<file path="src/rtl/led_shift_engine_pkg.sv">
// led_shift_engine package: operating-mode and bounce-direction encodings
// shared by the LED shift engine, its interface users and the bench.
package led_shift_pkg;

    typedef enum logic [1:0] {
        MODE_HOLD  = 2'b00,
        MODE_LEFT  = 2'b01,
        MODE_RIGHT = 2'b10,
        MODE_ROT   = 2'b11
    } shift_mode_e;

    typedef enum logic {
        DIR_LEFT  = 1'b0,
        DIR_RIGHT = 1'b1
    } dir_e;

endpackage : led_shift_pkg

</file>
<file path="src/rtl/led_shift_engine_if.sv">
// led_shift_engine_if: control/data bundle between the board-side controls
// and the LED shift engine. The slave modport is the engine's view; the
// master modport is the controlling side.
interface led_shift_engine_if #(
    parameter int WIDTH = 10
);
    logic             en;
    logic [1:0]       mode;
    logic             i_val;
    logic             load;
    logic [WIDTH-1:0] load_val;
    logic [WIDTH-1:0] o_led;
    logic             o_tick;

    modport master (
        output en, mode, i_val, load, load_val,
        input  o_led, o_tick
    );

    modport slave (
        input  en, mode, i_val, load, load_val,
        output o_led, o_tick
    );
endinterface : led_shift_engine_if

</file>
<file path="src/rtl/led_shift_engine_tick_gen.sv">
// tick_gen: prescaler counting enabled clk cycles 0..TICK_DIV-1. step_o is
// high in the enabled cycle where the count sits at its last value; the count
// wraps on that cycle. clr (parallel load) restarts the interval.
module tick_gen #(
    parameter int TICK_DIV = 125_000_000
) (
    input  logic clk,
    input  logic resetn,
    input  logic en,
    input  logic clr,
    output logic step_o
);
    localparam int            CW   = (TICK_DIV > 1) ? $clog2(TICK_DIV) : 1;
    localparam logic [CW-1:0] LAST = CW'(TICK_DIV - 1);
    localparam logic [CW-1:0] ONE  = CW'(1);

    logic [CW-1:0] cnt_q;
    logic [CW-1:0] cnt_d;

    assign step_o = en & (cnt_q == LAST);

    // Next count: clear wins, then wrap on step, then advance while enabled.
    always_comb begin
        cnt_d = cnt_q;
        if (clr) begin
            cnt_d = '0;
        end else if (step_o) begin
            cnt_d = '0;
        end else if (en) begin
            cnt_d = cnt_q + ONE;
        end else begin
            cnt_d = cnt_q;
        end
    end

    // Prescaler count register.
    always_ff @(posedge clk or negedge resetn) begin
        if (!resetn) begin
            cnt_q <= '0;
        end else begin
            cnt_q <= cnt_d;
        end
    end
endmodule : tick_gen

</file>
<file path="src/rtl/led_shift_engine.sv">
// led_shift_engine: LED shift register stepped by an internal prescaler tick.
// Modes: hold, shift left, shift right, and mode 11 which is rotate-left in
// the default build or a zero-fill bounce with a direction register when the
// macro LED_SHIFT_BOUNCE_EN is defined. Parallel load beats a step.
module led_shift_engine
    import led_shift_pkg::*;
#(
    parameter int               WIDTH     = 10,
    parameter int               TICK_DIV  = 125_000_000,
    parameter logic [WIDTH-1:0] RESET_VAL = '0
) (
    input  logic               clk,
    input  logic               resetn,
    led_shift_engine_if.slave  bus
);
    logic             step_s;
    logic [WIDTH-1:0] led_q;
    logic [WIDTH-1:0] led_d;
    logic             tick_q;
    logic             tick_d;
`ifdef LED_SHIFT_BOUNCE_EN
    dir_e             dir_q;
    dir_e             dir_d;
`endif

    tick_gen #(
        .TICK_DIV (TICK_DIV)
    ) u_tick_gen (
        .clk    (clk),
        .resetn (resetn),
        .en     (bus.en),
        .clr    (bus.load),
        .step_o (step_s)
    );

    // Next LED pattern, tick strobe and bounce direction for this edge.
    always_comb begin
        led_d  = led_q;
        tick_d = 1'b0;
`ifdef LED_SHIFT_BOUNCE_EN
        dir_d  = dir_q;
`endif
        if (bus.load) begin
            led_d  = bus.load_val;
            tick_d = 1'b0;
`ifdef LED_SHIFT_BOUNCE_EN
            dir_d  = DIR_LEFT;
`endif
        end else if (step_s) begin
            tick_d = 1'b1;
            case (shift_mode_e'(bus.mode))
                MODE_HOLD:  led_d = led_q;
                MODE_LEFT:  led_d = {led_q[WIDTH-2:0], bus.i_val};
                MODE_RIGHT: led_d = {bus.i_val, led_q[WIDTH-1:1]};
                MODE_ROT: begin
`ifdef LED_SHIFT_BOUNCE_EN
                    if (led_q == '0) begin
                        led_d = {{(WIDTH-1){1'b0}}, 1'b1};
                        dir_d = DIR_LEFT;
                    end else if ((dir_q == DIR_LEFT) && led_q[WIDTH-1]) begin
                        led_d = {1'b0, led_q[WIDTH-1:1]};
                        dir_d = DIR_RIGHT;
                    end else if ((dir_q == DIR_RIGHT) && led_q[0]) begin
                        led_d = {led_q[WIDTH-2:0], 1'b0};
                        dir_d = DIR_LEFT;
                    end else if (dir_q == DIR_LEFT) begin
                        led_d = {led_q[WIDTH-2:0], 1'b0};
                    end else begin
                        led_d = {1'b0, led_q[WIDTH-1:1]};
                    end
`else
                    led_d = {led_q[WIDTH-2:0], led_q[WIDTH-1]};
`endif
                end
                default:    led_d = led_q;
            endcase
        end else begin
            led_d  = led_q;
            tick_d = 1'b0;
        end
    end

    // LED pattern and tick strobe registers; both update on the same edge.
    always_ff @(posedge clk or negedge resetn) begin
        if (!resetn) begin
            led_q  <= RESET_VAL;
            tick_q <= 1'b0;
        end else begin
            led_q  <= led_d;
            tick_q <= tick_d;
        end
    end

`ifdef LED_SHIFT_BOUNCE_EN
    // Bounce direction register, persists across mode changes.
    always_ff @(posedge clk or negedge resetn) begin
        if (!resetn) begin
            dir_q <= DIR_LEFT;
        end else begin
            dir_q <= dir_d;
        end
    end
`endif

    assign bus.o_led  = led_q;
    assign bus.o_tick = tick_q;
endmodule : led_shift_engine

</file>
<file path="src/flat_wrapper.sv">
// flat-port wrapper written by rule: the top's interface ports become plain ports
module led_shift_engine_flat import led_shift_pkg::*;
#(
    parameter int               WIDTH     = 10,
    parameter int               TICK_DIV  = 125_000_000,
    parameter logic [WIDTH-1:0] RESET_VAL = '0
)
  (clk, resetn, bus_en, bus_mode, bus_i_val, bus_load, bus_load_val, bus_o_led, bus_o_tick);
  led_shift_engine_if #(.WIDTH(WIDTH)) bus_i ();
  input  logic clk;
  input  logic resetn;
  input wire logic [$bits(bus_i.en)-1:0] bus_en;
  input wire logic [$bits(bus_i.mode)-1:0] bus_mode;
  input wire logic [$bits(bus_i.i_val)-1:0] bus_i_val;
  input wire logic [$bits(bus_i.load)-1:0] bus_load;
  input wire logic [$bits(bus_i.load_val)-1:0] bus_load_val;
  output wire logic [$bits(bus_i.o_led)-1:0] bus_o_led;
  output wire logic [$bits(bus_i.o_tick)-1:0] bus_o_tick;
  assign bus_i.en = bus_en;
  assign bus_i.mode = bus_mode;
  assign bus_i.i_val = bus_i_val;
  assign bus_i.load = bus_load;
  assign bus_i.load_val = bus_load_val;
  assign bus_o_led = bus_i.o_led;
  assign bus_o_tick = bus_i.o_tick;
  led_shift_engine #(.WIDTH(WIDTH), .TICK_DIV(TICK_DIV), .RESET_VAL(RESET_VAL)) u_core (.clk(clk), .resetn(resetn), .bus(bus_i));
endmodule
</file>
<file path="config.mk">
export PLATFORM = sky130hd
export DESIGN_NAME = led_shift_engine_flat
export DESIGN_NICKNAME = d
export VERILOG_FILES = /design/src/rtl/led_shift_engine_pkg.sv /design/src/rtl/led_shift_engine_if.sv /design/src/rtl/led_shift_engine_tick_gen.sv /design/src/rtl/led_shift_engine.sv /design/src/flat_wrapper.sv
export SDC_FILE = /design/constraint.sdc
export NUM_CORES = 1
export LEC_CHECK = 0
export ABC_AREA = 0
export CORE_MARGIN = 1
export CORE_UTILIZATION = 62
export CTS_BUF_LIST = sky130_fd_sc_hd__clkbuf_8
export DETAILED_ROUTE_END_ITERATION = 16
export GPL_ROUTABILITY_DRIVEN = 1
export PLACE_DENSITY = 0.88
export SLEW_MARGIN = 20
export SYNTH_ARGS = -nofsm -noshare
export SYNTH_HDL_FRONTEND = slang
export SYNTH_SLANG_ARGS = --single-unit
</file>
<file path="constraint.sdc">
create_clock -name clk -period 4.9 [get_ports clk]
set_input_delay 0.98 -clock clk [delete_from_list [all_inputs] [get_ports clk]]
set_output_delay 0.98 -clock clk [all_outputs]
set_load 0.005 [all_outputs]
</file>
# == Word-level counts from Yosys, hierarchy flattened ==
# Index checks and enable logic that the tools add are counted.
# classes
addsub,1
eq_ne,5
mux,8
bitwise_logic,1
n_reduce_logical,4
# op_table
op,n
$mux W27,3
$pmux W10 S3,1
$add A27 B1 Y27 const B,1
$eq A27 B27 Y1 const B,1
$mux W10,2
$eq A2 B2 Y1 const B,2
$reduce_bool A3 Y1,1
$eq A2 B1 Y1 const B,1
$logic_not A2 Y1,1
$mux W1,2
$ne A2 B2 Y1 const B,1
$reduce_and A2 Y1,1
$reduce_bool A2 Y1,1
$and A1 B1 Y1,1
# totals
reg_bits,38
input_bits,17
wordCells,22

# == Longest topological paths before layout ==
# depth
ltp_word,4
mapped_depth,8

# == By module ==
# From an unflattened synthesis, not the netlist that was laid out.
# hier_totals
cells_unflattened,228
area_unflattened_um2,2127.0
# modules_own_cells
module,instances,cells_per_inst,area_each_um2
tick_gen,1,166,1516.5
led_shift_engine,1,62,610.6

# == Worst setup path after synthesis ==
# OpenSTA, ideal clock, no wires.
# synth_timing
path_type,input to register
start,input port bus_en
end,"register u_core.led_q[3], in the netlist u_core.bus.o_led[3]"
setup_ps,134
arrival_ps,2220
t_required_ps,4766
path_slack_ps,2546
stages,7
cell_sequence,nand2_1 or2_2 or3_4 buf_6 buf_2 o22ai_1 o21ai_0
# synth_between
elab_chain_len,3
# synth_rtl
item,line_no,source
from (decl),flat_wrapper.sv:12,input wire logic [$bits(bus_i.en)-1:0] bus_en;
$and A1 B1 Y1,led_shift_engine_tick_gen.sv:20,assign step_o = en & (cnt_q == LAST);
$reduce_bool A2 Y1 (no line),n/a,
$reduce_and A2 Y1 (no line),n/a,
to (signal assigned),led_shift_engine.sv:89,led_q <= led_d;
to (decl),led_shift_engine.sv:17,logic [WIDTH-1:0] led_q;
# Every way passes these cells.
# A chain may end at the register's enable or synchronous reset.

# == Final worst setup path ==
# layout_timing
start,input port bus_load
end,register u_core.u_tick_gen.cnt_q[18]
# layout_between
elab_chain_len,1
word_cells_on_any_way,2
cone_classes,mux: 1; reduce/logical: 1
# layout_rtl
item,line_no,source
from (decl),flat_wrapper.sv:15,input wire logic [$bits(bus_i.load)-1:0] bus_load;
$reduce_bool A3 Y1 (no line) / $mux W27 (equally long branches),n/a,
to (signal assigned),led_shift_engine_tick_gen.sv:41,cnt_q <= cnt_d;
to (decl),led_shift_engine_tick_gen.sv:17,logic [CW-1:0] cnt_q;
# Parallel ways exist; a longest one is shown, timed or not.

==> impl_metrics.toml <==
[logic_synthesis]
post_synth_instance_area_sq_um = 2305
synthDominantCellAreaShare_pct = 41.26
synth-seq-area-share_pct = 41.26
synthesis_warnings = 0
mappedNetlistNets = 276
synth_enable_flop_cells = 0
synth_area_per_cell_sq_um = 8.933
synth_async_sr_flop_share_pct = 100.0
synth_top_flop_cell = "dfrtp_1"
synthCells = 258
yosys_register_bits = 38
synthDistinctLibCells = 49
synth.top_cells.by_area = "dfrtp_1 (41%), nor2_1 (4.6%), xor2_1 (4.6%), nand2_1 (3.9%), a21oi_1 (3.0%)"
synth.largest_area_cell = "dfrtp_1"

[routing]
final_antenna_net_count = 0
total_detailed_routing_wirelength_um = 4996
drt_drc_violations_left = 0
dr_total_vias = 2023
drt-wirelength-per-cell_um = 15.37
first_drt_pass_iteration_count = 4
first_iter_violations = 188
drt_via_density = 6.225

[setup_path]
timing.rr.start = "u_core.u_tick_gen.cnt_q[0]"
criticalPathCategory = "input port to flip-flop"
crit_path_end_kind = "flip-flop"
timing.critical_path.max_delay_family = "buffers and inverters"
cp.arrival_ns = 3.35
cp_slowest_cell = "clkdlybuf4s50_1"
worstPathRequired_ns = 5.05
worst_setup_path_startpoint = "bus_load"
highest_fanout_seen_on_the_critical_path = 22
cp.buffers_inverters = 2
critPathMaxStageDelay_ns = 0.87
crit_path_cell_trace = "clkdlybuf4s50_1 > buf_4 > o211ai_1 > or4_2 > nor2_1 > xnor2_1 > nor2_1"
timing.critical_path.mode_cell = "nor2_1"
cp-start-kind = "input port"

[cts]
cts_tree = "built"
ctsResizeCount = 0
cts_root_buf = "clkbuf_8"
numCtsBuffers = 5
cts_hold_buf = 0
cts-root-to-sink-buffers = 2
cts.reportedPaths.clkPinSlew_ns = 0.07
cts-htree-levels = 2
post_cts.repair.setup_buffers = 0
worst_skew_pair.late_latency_ns = 0.29
cts.sinks = 38

[timing]
finalWorstPathRequiredPeriod_ns = 3.193
skew_ns = 0.005190
finalCritPeriodShare_pct = 65.16
timing.max_slew.rel_slack_pct = 45.20
setup_viol = 0
max_clock_freq_mhz = 313.2
final_max_tran_viols = 0
timing_worst_slew_pin_value_ns = 0.8220
timing.final.hold_violations = 0
rsz0062_at_grt = "no"
setup_total_negative_slack_ns = 0

[global_route]
grt_start_max_net_pins = 39
globalRouteTotalUtil_pct = 28.11
grt_pass1_wl_um = 8680
grt_antenna_before_repair = 0
first_global_vias = 1902
grt_overflow = 0

[finish]
insertedDiodeCount = 0
fillers = 244
layout.cells.most_common = "dfrtp_1"
layout.cells.most_common_list = "dfrtp_1 (38), nor2_1 (28), clkdlybuf4s50_1 (26)"
final_area_sq_um = 2630
utilization_pct = 76.41
area_growth_pct = 14.12
net_count_reported_at_finish = 296
layout-drive-gt1-share_pct = 7.527

[die]
start_util_pct = 66.96
dieArea_sq_um = 3965
core_region_area_sq_um = 3442
die_h_um = 62.97
die_w_um = 62.97
num_io_pins = 28
placement_rows = 21

[power]
cellPowerDensity_nw_per_um2 = 253.0
power_leakage_uw = 0.001062
peakVddDrop_mv = 0.2010

[hold_path]
timing.hold.worst.start = "u_core.u_tick_gen.cnt_q[21]"
worstHoldPathType = "flip-flop to flip-flop"

[placed_design]
gp_congestion = 0.8531
port_buffers = 27
post-dp-hpwl_um = 3466
placedInstanceArea_sq_um = 2521

[run]
cap_viol_max_count = 0

[run_status]
outcome = "complete, no violations"
[power breakdown]
group | switching (uW) | total (uW) | leakage (uW) | internal (uW)
combinational | 35.4 | 73.6 | 0.000493 | 38.2
sequential | 9.33 | 331 | 0.000512 | 322
clock | 111 | 261 | 0.0000579 | 150
total | 156 | 665 | 0.00106 | 510
[cell usage after synthesis (5+ instances only)]
cell type and instances:
dfrtp_1 38, nor2_1 28, nand2_1 24, a21oi_1 14, nand3_1 14, inv_1 13
xor2_1 12, nand4_1 11, o21ai_0 10, nor3b_1 9, o22ai_1 9, xnor2_1 6
and3_1 5, clkbuf_1 5
[cells by family (layout without fill, tap and decap cells)]
kind of cell	Yosys count	count (layout)	synth area share, %
buffers and inverters	28	49	7.057
xor gates and xnor gates	18	18	6.840
and+or+nand+nor	126	126	32.36
AOI/OAI and AO/OA	47	47	11.94
adders and majority gates	1	1	0.5428
DFF	38	38	41.26
[stage by stage]
stage,instances,setup WS (ns),hold slack (ns),total power [uW]
after detailed placement,317,1.399,0.5705,410.3
final,325,1.707,0.5876,665.4
after global routing,325,1.488,0.6103,691.4
after global placement,317,1.441,0.5594,409.4
after CTS,325,1.696,0.5822,668.4
after floorplan,258,2.546,0.5272,372.2
[sequential cells by signal, summed over array words and instances (netlist names)]
| signal | flops |
|---|---|
| u_core.u_tick_gen.cnt_q | 27 |
| u_core.bus.o_led | 10 |
| u_core.bus.o_tick | 1 |
[routing by layer]
layer | vias to the layer above | global-route usage [%] | wire length (um)
met2 | 69 | 41.94 | 2387
li1 | 965 | - | -
met4 | 0 | 11.63 | 45
met1 | 981 | 39.57 | 2306
met3 | 8 | 5.839 | 257
met5 | - | 0 | 0
[final timing paths]
path	to	slack, ns	depth (start not counted)
setup / recovery	u_core.u_tick_gen.cnt_q[18]	1.71	7
hold / removal	u_core.u_tick_gen.cnt_q[21]	0.59	2
setup reg to reg	u_core.u_tick_gen.cnt_q[8]	2.52	6
hold reg to reg	u_core.u_tick_gen.cnt_q[21]	0.59	2
max in group asynchronous	u_core.bus.o_led[0]	3.60	1
min in group asynchronous	u_core.bus.o_tick	0.78	1
[tightest hold or removal path, stage by stage, from the launching register on]
cell and delay (ns):
dfrtp_1 0.41, nand2_1 0.07, a31oi_1 0.06
[area by class of cell]
cell class	count	area (sq um)	area share (%)
clock buffers	5	68.82	2.617
well taps	46	57.56	2.188
multi-input cells	192	1191	45.29
flip-flops and latches	38	950.9	36.16
inverters	13	48.80	1.855
clock inverters	3	40.04	1.522
repair buffers	28	272.8	10.37
Note: power is estimated with default switching activity, not from simulation.
